`config.mk`:
```
export PLATFORM = sky130hd
export DESIGN_NAME = memory_stage
export DESIGN_NICKNAME = d
export VERILOG_FILES = /design/src/rtl/memory_stage_pkg.sv /design/src/rtl/memory_stage_store_align.sv /design/src/rtl/memory_stage.sv
export SDC_FILE = /design/constraint.sdc
export NUM_CORES = 1
export LEC_CHECK = 0
export CORE_AREA = 2 2 164 166
export CTS_CLUSTER_SIZE = 16
export DETAILED_ROUTE_END_ITERATION = 10
export DIE_AREA = 0 0 166 168
export DONT_BUFFER_PORTS = 1
export PLACE_DENSITY = 0.58
export SYNTH_ARGS = -nofsm -noshare
export SYNTH_HDL_FRONTEND = slang
export SYNTH_SLANG_ARGS = --single-unit
```
`constraint.sdc`:
```
create_clock -name clk -period 13.7 [get_ports clk]
set_clock_uncertainty 0.15 [all_clocks]
set_input_delay 2.74 -clock clk [delete_from_list [all_inputs] [get_ports clk]]
set_output_delay 2.74 -clock clk [all_outputs]
set_load 0.01 [all_outputs]
```
`src/rtl/memory_stage_pkg.sv`:
```
// Shared encodings for the memory stage: op types, FSM states, strobe
// constants and the registered bundle/request layouts.
package memory_stage_pkg;

  localparam int NUM_LANES = 4;
  localparam int LANE_W    = 8;

  typedef enum logic [2:0] {
    ST_SW  = 3'b000,
    ST_SB  = 3'b001,
    ST_SH  = 3'b010,
    ST_SWL = 3'b011,
    ST_SWR = 3'b100
  } store_type_e;

  // Load types are only carried through to writeback, which decodes them.
  typedef enum logic [2:0] {
    LD_LW  = 3'b000,
    LD_LB  = 3'b001,
    LD_LBU = 3'b010,
    LD_LH  = 3'b011,
    LD_LHU = 3'b100,
    LD_LWL = 3'b101,
    LD_LWR = 3'b110
  } load_type_e;

  typedef enum logic [1:0] {
    S_IDLE = 2'b00,
    S_REQ  = 2'b01,
    S_WAIT = 2'b10,
    S_DONE = 2'b11
  } state_e;

  localparam logic [NUM_LANES-1:0] STRB_NONE    = 4'b0000;
  localparam logic [NUM_LANES-1:0] STRB_ALL     = 4'b1111;
  localparam logic [NUM_LANES-1:0] STRB_B0      = 4'b0001;
  localparam logic [NUM_LANES-1:0] STRB_LO_HALF = 4'b0011;
  localparam logic [NUM_LANES-1:0] STRB_HI_HALF = 4'b1100;

  typedef struct packed {
    logic        reg_en;
    logic [5:0]  reg_waddr;
    logic        mem_read;
    logic [31:0] alu_result;
    logic        md_complete;
    logic [63:0] md_result;
    logic [2:0]  load_type;
    logic [31:0] rt_data;
  } wb_bundle_t;

  typedef struct packed {
    logic                 wr;
    logic [NUM_LANES-1:0] wstrb;
    logic [31:0]          wdata;
  } sram_req_t;

endpackage

```
`src/rtl/memory_stage_store_align.sv`:
```
// Store lane steering: maps store type, byte offset and rt to SRAM byte
// strobes and lane-positioned write data.
module store_align
  import memory_stage_pkg::*;
(
  input  logic [2:0]           store_type,
  input  logic [1:0]           a,
  input  logic [31:0]          rt,
  output logic [NUM_LANES-1:0] wstrb,
  output logic [31:0]          wdata
);

  always_comb begin
    wstrb = STRB_NONE;
    wdata = rt;
    case (store_type)
      ST_SW:  wstrb = STRB_ALL;
      ST_SB: begin
        wstrb = STRB_B0 << a;
        wdata = {4{rt[7:0]}};
      end
      ST_SH: begin
        wstrb = a[1] ? STRB_HI_HALF : STRB_LO_HALF;
        wdata = {2{rt[15:0]}};
      end
      // SWL fills lanes 0..a with the top bytes of rt; SWR fills lanes a..3
      // with the bottom bytes.
      ST_SWL: begin
        wstrb = STRB_ALL >> (2'd3 - a);
        wdata = rt >> {2'd3 - a, 3'b000};
      end
      ST_SWR: begin
        wstrb = STRB_ALL << a;
        wdata = rt << {a, 3'b000};
      end
      default: ;
    endcase
  end

endmodule

```
`src/rtl/memory_stage.sv`:
```
// Execute->writeback memory stage: captures the execute bundle, runs one
// SRAM request/response per memory op, presents a one-cycle result.
module memory_stage
  import memory_stage_pkg::*;
#(
  parameter int ADDR_W = 32,
  parameter int DATA_W = 32
) (
  input  logic              clk,
  input  logic              reset,
  input  logic              in_valid,
  output logic              in_ready,
  input  logic              in_reg_en,
  input  logic [5:0]        in_reg_waddr,
  input  logic              in_mem_read,
  input  logic              in_mem_write,
  input  logic [2:0]        in_load_type,
  input  logic [2:0]        in_store_type,
  input  logic [31:0]       in_alu_result,
  input  logic [DATA_W-1:0] in_rt_data,
  input  logic              in_MD_complete,
  input  logic [63:0]       in_MD_result,
  output logic              data_req,
  output logic              data_wr,
  output logic [3:0]        data_wstrb,
  output logic [ADDR_W-1:0] data_addr,
  output logic [DATA_W-1:0] data_wdata,
  input  logic              data_addr_ok,
  input  logic              data_data_ok,
  input  logic [DATA_W-1:0] data_rdata,
  output logic              stop,
  output logic              exe_reg_en,
  output logic [5:0]        exe_reg_waddr,
  output logic              exe_mem_read,
  output logic [31:0]       alu_result_reg,
  output logic [DATA_W-1:0] mem_rdata,
  output logic              exe_MD_complete,
  output logic [63:0]       exe_MD_result,
  output logic [2:0]        exe_load_type,
  output logic [DATA_W-1:0] exe_load_rt_data
);

  state_e                state, state_nxt;
  wb_bundle_t            wb_q;
  sram_req_t             req_q;
  logic [ADDR_W-1:0]     addr_q;
  logic [DATA_W-1:0]     rdata_q;
  logic [NUM_LANES-1:0]  al_wstrb;
  logic [31:0]           al_wdata;
  logic                  accept, mem_op, resp_fire;

  assign accept = in_valid & in_ready;
  assign mem_op = in_mem_read | in_mem_write;
  // A response only counts once the request itself has been taken.
  assign resp_fire = data_data_ok &
                     ((state == S_WAIT) | ((state == S_REQ) & data_addr_ok));

  store_align u_store_align (
    .store_type (in_store_type),
    .a          (in_alu_result[1:0]),
    .rt         (in_rt_data),
    .wstrb      (al_wstrb),
    .wdata      (al_wdata)
  );

  always_ff @(posedge clk or posedge reset) begin
    if (reset) state <= S_IDLE;
    else       state <= state_nxt;
  end

  always_comb begin
    state_nxt = state;
    in_ready  = 1'b0;
    data_req  = 1'b0;
    stop      = 1'b1;
    case (state)
      S_IDLE: begin
        in_ready = 1'b1;
        if (in_valid) state_nxt = mem_op ? S_REQ : S_DONE;
      end
      S_REQ: begin
        data_req = 1'b1;
        if (data_addr_ok) state_nxt = data_data_ok ? S_DONE : S_WAIT;
      end
      S_WAIT: begin
        if (data_data_ok) state_nxt = S_DONE;
      end
      S_DONE: begin
        stop      = 1'b0;
        state_nxt = S_IDLE;
      end
      default: state_nxt = S_IDLE;
    endcase
  end

  // Bundle and payload registers move only on accept or response capture,
  // so the request payload is inherently stable across REQ/WAIT.
  always_ff @(posedge clk or posedge reset) begin
    if (reset) begin
      wb_q    <= '0;
      req_q   <= '0;
      addr_q  <= '0;
      rdata_q <= '0;
    end else begin
      if (accept) begin
        wb_q.reg_en      <= in_reg_en & ~in_mem_write;
        wb_q.reg_waddr   <= in_reg_waddr;
        wb_q.mem_read    <= in_mem_read;
        wb_q.alu_result  <= in_alu_result;
        wb_q.md_complete <= in_MD_complete;
        wb_q.md_result   <= in_MD_result;
        wb_q.load_type   <= in_load_type;
        wb_q.rt_data     <= in_rt_data;
        if (mem_op) begin
          addr_q      <= {in_alu_result[ADDR_W-1:2], 2'b00};
          req_q.wr    <= in_mem_write;
          req_q.wstrb <= in_mem_write ? al_wstrb : STRB_NONE;
          req_q.wdata <= in_mem_write ? al_wdata : '0;
        end
      end
      if (resp_fire && wb_q.mem_read) rdata_q <= data_rdata;
    end
  end

  assign data_wr          = req_q.wr;
  assign data_wstrb       = req_q.wstrb;
  assign data_wdata       = req_q.wdata;
  assign data_addr        = addr_q;

  assign exe_reg_en       = wb_q.reg_en;
  assign exe_reg_waddr    = wb_q.reg_waddr;
  assign exe_mem_read     = wb_q.mem_read;
  assign alu_result_reg   = wb_q.alu_result;
  assign mem_rdata        = rdata_q;
  assign exe_MD_complete  = wb_q.md_complete;
  assign exe_MD_result    = wb_q.md_result;
  assign exe_load_type    = wb_q.load_type;
  assign exe_load_rt_data = wb_q.rt_data;

endmodule

```
Word level (Yosys, flattened, before mapping)
Index checks and enable logic that the tools add are counted.
{"block": "totals", "ff_bits": 241, "inputBits": 181, "out_inout_bits": 244, "word_cells": 56}
{"block": "op_classes", "n_addsub": 1, "n_eq_ne": 10, "shift": 5, "muxes": 14, "n_bitwise": 7, "reduce_logical": 5}
{"cell": "32-bit case mux with 4 select lines", "count": 1}
{"cell": "32-bit 2-to-1 mux", "count": 1}
{"cell": "32-bit by 5-bit << shifter with 32-bit output", "count": 1}
{"cell": "32-bit by 5-bit >> shifter with 32-bit output", "count": 1}
{"cell": "4-bit case mux with 5 select lines", "count": 1}
{"cell": "2-bit 2-to-1 mux", "count": 4}
{"cell": "4-bit 2-to-1 mux", "count": 2}
{"cell": "2-bit case mux with 4 select lines", "count": 1}
{"cell": "3-bit by 2-bit == test with 1-bit output (second input constant)", "count": 2}
{"cell": "2-bit != test (second input constant)", "count": 3}
{"cell": "1-bit AND", "count": 4}
{"cell": "2-bit == test (second input constant)", "count": 2}
{"cell": "1-bit 2-to-1 mux", "count": 4}
{"cell": "1-bit by 2-bit << shifter with 4-bit output (first input constant)", "count": 1}
{"cell": "4-bit by 2-bit << shifter with 4-bit output (first input constant)", "count": 1}
{"cell": "4-bit by 2-bit >> shifter with 4-bit output (first input constant)", "count": 1}
{"cell": "3-bit by 1-bit == test with 1-bit output (second input constant)", "count": 1}
{"cell": "3-bit == test (second input constant)", "count": 1}
{"cell": "3-bit zero test", "count": 1}
{"cell": "3-bit AND reduction", "count": 1}
{"cell": "2-bit by 1-bit == test with 1-bit output (second input constant)", "count": 1}
{"cell": "2-bit zero test", "count": 1}
{"cell": "1-bit bitwise OR", "count": 2}
{"cell": "2-bit AND reduction", "count": 1}
{"cell": "other kinds (3)", "count": 3}

Longest topological paths before layout
{"block": "logic_depth", "word_depth": 5, "depth_mapped": 9, "ltp_nobuf": 6}

Hierarchy
Synthesis repeated with hierarchy kept, for this count alone.
{"block": "unflattened", "cells_unflattened": 781, "hier_area_um2": 10943.0}
{"mod": "memory_stage", "n_inst": 1, "cells_each": 542, "area_per_inst_um2": 9047.4, "seq_area_each_um2": 6030.8}
{"mod": "store_align", "n_inst": 1, "cells_each": 239, "area_per_inst_um2": 1895.6, "seq_area_each_um2": 0.0}

Worst setup path after synthesis
No wires, ideal clock.
{"block": "synth_path", "path_type": "input port to flip-flop", "from": "input port in_store_type[0]", "to": "register req_q (netlist bit data_wdata[31])", "setup_ps": 129, "t_arrival_ps": 3804, "t_required_ps": 13421, "slack_ps": 9618, "path_stages": 6, "path_buffers": 2, "path_cell_list": "buf_4 and4b_1 buf_2 and4_1 a2111oi_2 o31ai_2"}
{"block": "synth_via", "elab_chain_cells": 3, "elab_cells_between_ends": 6, "classes_between": "eq/ne (4); mux (2)"}
{"element": "start, declared", "line": "memory_stage.sv:18", "text": "input logic [2:0] in_store_type,"}
{"element": "3-bit == test (tied with other cells)", "line": "memory_stage_store_align.sv:16", "text": "case (store_type)"}
{"element": "32-bit case mux with 4 select lines (*)", "line": "memory_stage_store_align.sv:16"}
{"element": "32-bit 2-to-1 mux (*)", "line": "memory_stage.sv:118", "text": "req_q.wdata <= in_mem_write ? al_wdata : '0;"}
{"element": "end, declared", "line": "memory_stage.sv:45", "text": "sram_req_t req_q;"}
Mark *: on every way between the ends. The rest lies on a longest branch, timed or not.
A chain may end at the register's enable or synchronous reset.

Final worst setup path
{"block": "layout_path", "from": "input port in_valid", "to": "register req_q (netlist bit data_wdata[11])"}
{"block": "layout_via", "elab_chain_cells": 2}
{"element": "start, declared", "line": "memory_stage.sv:11", "text": "input logic in_valid,"}
{"element": "1-bit AND", "line": "memory_stage.sv:52", "text": "assign accept = in_valid & in_ready;"}
{"element": "2-bit AND reduction (no line)"}
Every way passes these cells.

==> results.yml <==
power_and_ir_drop:
  powerDensity_nw_per_um2: 242
  power_mw: 2.87
  p_leak_nw: 4.94
  ir_worst_vdd_uv: 173
final_layout:
  layout-drive-gt1-share_pct: 35.2
  largest_reg_flops: 64
  postLayoutCoreUtil_pct: 45.1
  multiInputGateArea_um2: 4360
  area_growth_pct: 10.8
  nNetsFinal: 968
  regArea_um2: 6030
  fillerInstances: 2306
  diodes: 0
sta:
  worst_pin_slew_ns: 1.07
  layout_min_cycle_time_ns: 4.71
  max_freq_mhz: 212
  hold_violations: 0
  rsz0062_at_grt: "false"
  fin_tns_setup_ns: 0
  timing.final.crit_share_pct: 34.4
  worst_slack_ns: 8.99
  maxSlewViolCount: 0
  hold_ws_ns: 0.398
  relSlewSlack_pct: 28.5
  setup_viol: 0
floorplan:
  ioPinCount: 425
  fp.dieH_um: 168
  fp.dieW_um: 166
  core_area_um2: 26400
  die-area_um2: 27900
  num_rows: 60
  initial_core_util_pct: 40.8
synth:
  yosysMostFrequentCell: "dfrtp_1"
  yosys_warnings: 0
  netlist.area_leader.share_pct: 56.2
  synthTopCellsByArea: "dfrtp_1, mux2_2, nand2_1, buf_2, o21ai_1"
  ys.flop_type: "dfrtp_1"
  syn_area_um2: 10700
  yosys_register_bits: 241
  synth_top_family_by_area: "multiplexers"
  ys_seq_area_share_pct: 56.2
  synth_mux_area_share_pct: 23.3
  synth_area_per_cell_um2: 13.3
  synth-adder-area-share_pct: 0.466
  synth_area_leader_cell: "dfrtp_1"
  synth_compound_area_share_pct: 10.7
  synth_edf_count: 0
  synthArstFlopShare_pct: 100
  synth-xor-area-share_pct: 0.151
  yosys.area_share.simple_pct: 5.85
  synth_cell_types: 64
  synthCells: 805
  ys_top_cells_by_count: "dfrtp_1, mux2_2, nand2_1"
clocking:
  hold_buffers: 0
  clk_pin_slew_ns: 0.06
  cts_setup_buffers: 0
  cts_resized: 0
  clockBufferDepth: 3
  root_buffer: "clkbuf_16"
  cts_buffers: 28
  cts_tree: "yes"
  cts_sinks: 241
  htreeDepth: 1
  clock_latency_ns: 0.52
job:
  drv_cap: 0
placed_design:
  detailed_place_hpwl_um: 20200
  port_buffers: 0
  place_congestion: 0.826
  place_ws_ns: 8.42
worst_setup_path:
  crit_fanout: 65
  crit_type: "primary input to flip-flop"
  worstPathArrival_ns: 4.96
  rrSetupSlack_ns: 10.27
  cp-start-kind: "primary input"
  cp-end-kind: "flip-flop"
  crit_required_ns: 13.96
routing:
  drc_errors: 0
  route.detailed.wl_per_inst_um: 25.1
  vias: 6733
  ant_nets: 0
  drtIter0Drc: 369
  routed_wl_um: 28700
  routed_via_density: 5.89
  firstDrtPassIters: 8
hold_path:
  hold_class: "flip-flop to flip-flop"
grt:
  grt_pass1_wl_um: 43200
  overflow: 0
  antenna_found_initial: 0
  first_global_vias: 7040
  grt_max_degree: 86
  track_usage_pct: 19.6
run_status:
  status: "completed"
power by group:
group	switching (mW)	internal (mW)	total [mW]
registers	0.459	1.07	1.53
clock network	0.288	0.483	0.771
logic	0.229	0.346	0.575
total	0.976	1.90	2.87
layout by cell type, fill, tap and decap left out, types with 3 or more instances in the layout:
| master | synthesis | routed |
|---|---|---|
| a21o_1 | 9 | 9 |
| a21oi_1 | 6 | 6 |
| a221oi_1 | 7 | 7 |
| a222oi_1 | 7 | 7 |
| a22o_1 | 8 | 8 |
| a22oi_1 | 16 | 16 |
| a311o_1 | 5 | 5 |
| a32oi_1 | 6 | 6 |
| buf_4 | 11 | 8 |
| bufinv_16 | 0 | 3 |
| clkbuf_1 | 12 | 3 |
| clkbuf_16 | 0 | 29 |
| clkbuf_8 | 0 | 8 |
| dfrtp_1 | 241 | 241 |
| ha_1 | 4 | 4 |
| inv_1 | 8 | 7 |
| mux2_1 | 8 | 8 |
| mux2_2 | 206 | 206 |
| mux2i_1 | 9 | 9 |
| nand2_1 | 57 | 57 |
| nand2b_1 | 12 | 12 |
| nand3_1 | 7 | 7 |
| nand4_1 | 6 | 6 |
| nor2_1 | 11 | 10 |
| nor2b_1 | 3 | 3 |
| nor3b_1 | 8 | 8 |
| o21a_1 | 7 | 7 |
| o21ai_0 | 14 | 14 |
| o21ai_1 | 26 | 26 |
| o21bai_1 | 8 | 8 |
| o221ai_2 | 7 | 7 |
worst max-delay path: stages:
cell and delay (ns):
and2_4 0.71, o21ai_4 0.48, buf_4 0.45, a221oi_1 0.38
a32oi_1 0.15
worst paths after layout:
| check | cells after the start | end | from |
|---|---|---|---|
| max in group asynchronous | 2 | alu_result_reg[24] | reset |
| min in group asynchronous | 1 | exe_MD_result[38] | reset |
| min | 2 | exe_reg_en | exe_reg_en |
| min reg2reg | 2 | exe_reg_en | exe_reg_en |
| max | 5 | data_wdata[11] | in_valid |
| max reg2reg | 7 | data_wdata[11] | state[0] |
per-layer routing:
layer | GRT usage (%) | wire length, um | share of wire [%]
met1 | 22.9 | 10600 | 37
met2 | 33.1 | 13900 | 49
met3 | 8.09 | 3310 | 12
met4 | 6.20 | 830 | 2.9
met5 | 0 | 0 | 0
per-stage QoR:
stage | cells | area, um2
2_1_floorplan | 806 | 10700
3_3_place_gp | 1094 | 10900
3_5_place_dp | 1094 | 10900
4_1_cts | 1143 | 11900
5_1_grt | 1143 | 11900
6_report | 1143 | 11900
kinds of logic after synthesis:
logic type | count (synthesis)
and+or+nand+nor | 119
buffers and inverters | 69
AOI/OAI and AO/OA | 147
DFF | 241
adders and majority gates | 4
other | 1
xor gates and xnor gates | 1
muxes | 223
final cells by class:
class / instances / area share, %
Multi-Input combinational cell: 496 / 36.6
Tap cell: 341 / 3.59
Timing Repair Buffer: 8 / 0.505
Sequential cell: 241 / 50.7
Clock inverter: 9 / 1.12
Inverter: 8 / 0.316
Clock buffer: 40 / 7.12
No activity file was read; power rests on OpenSTA's default activity.
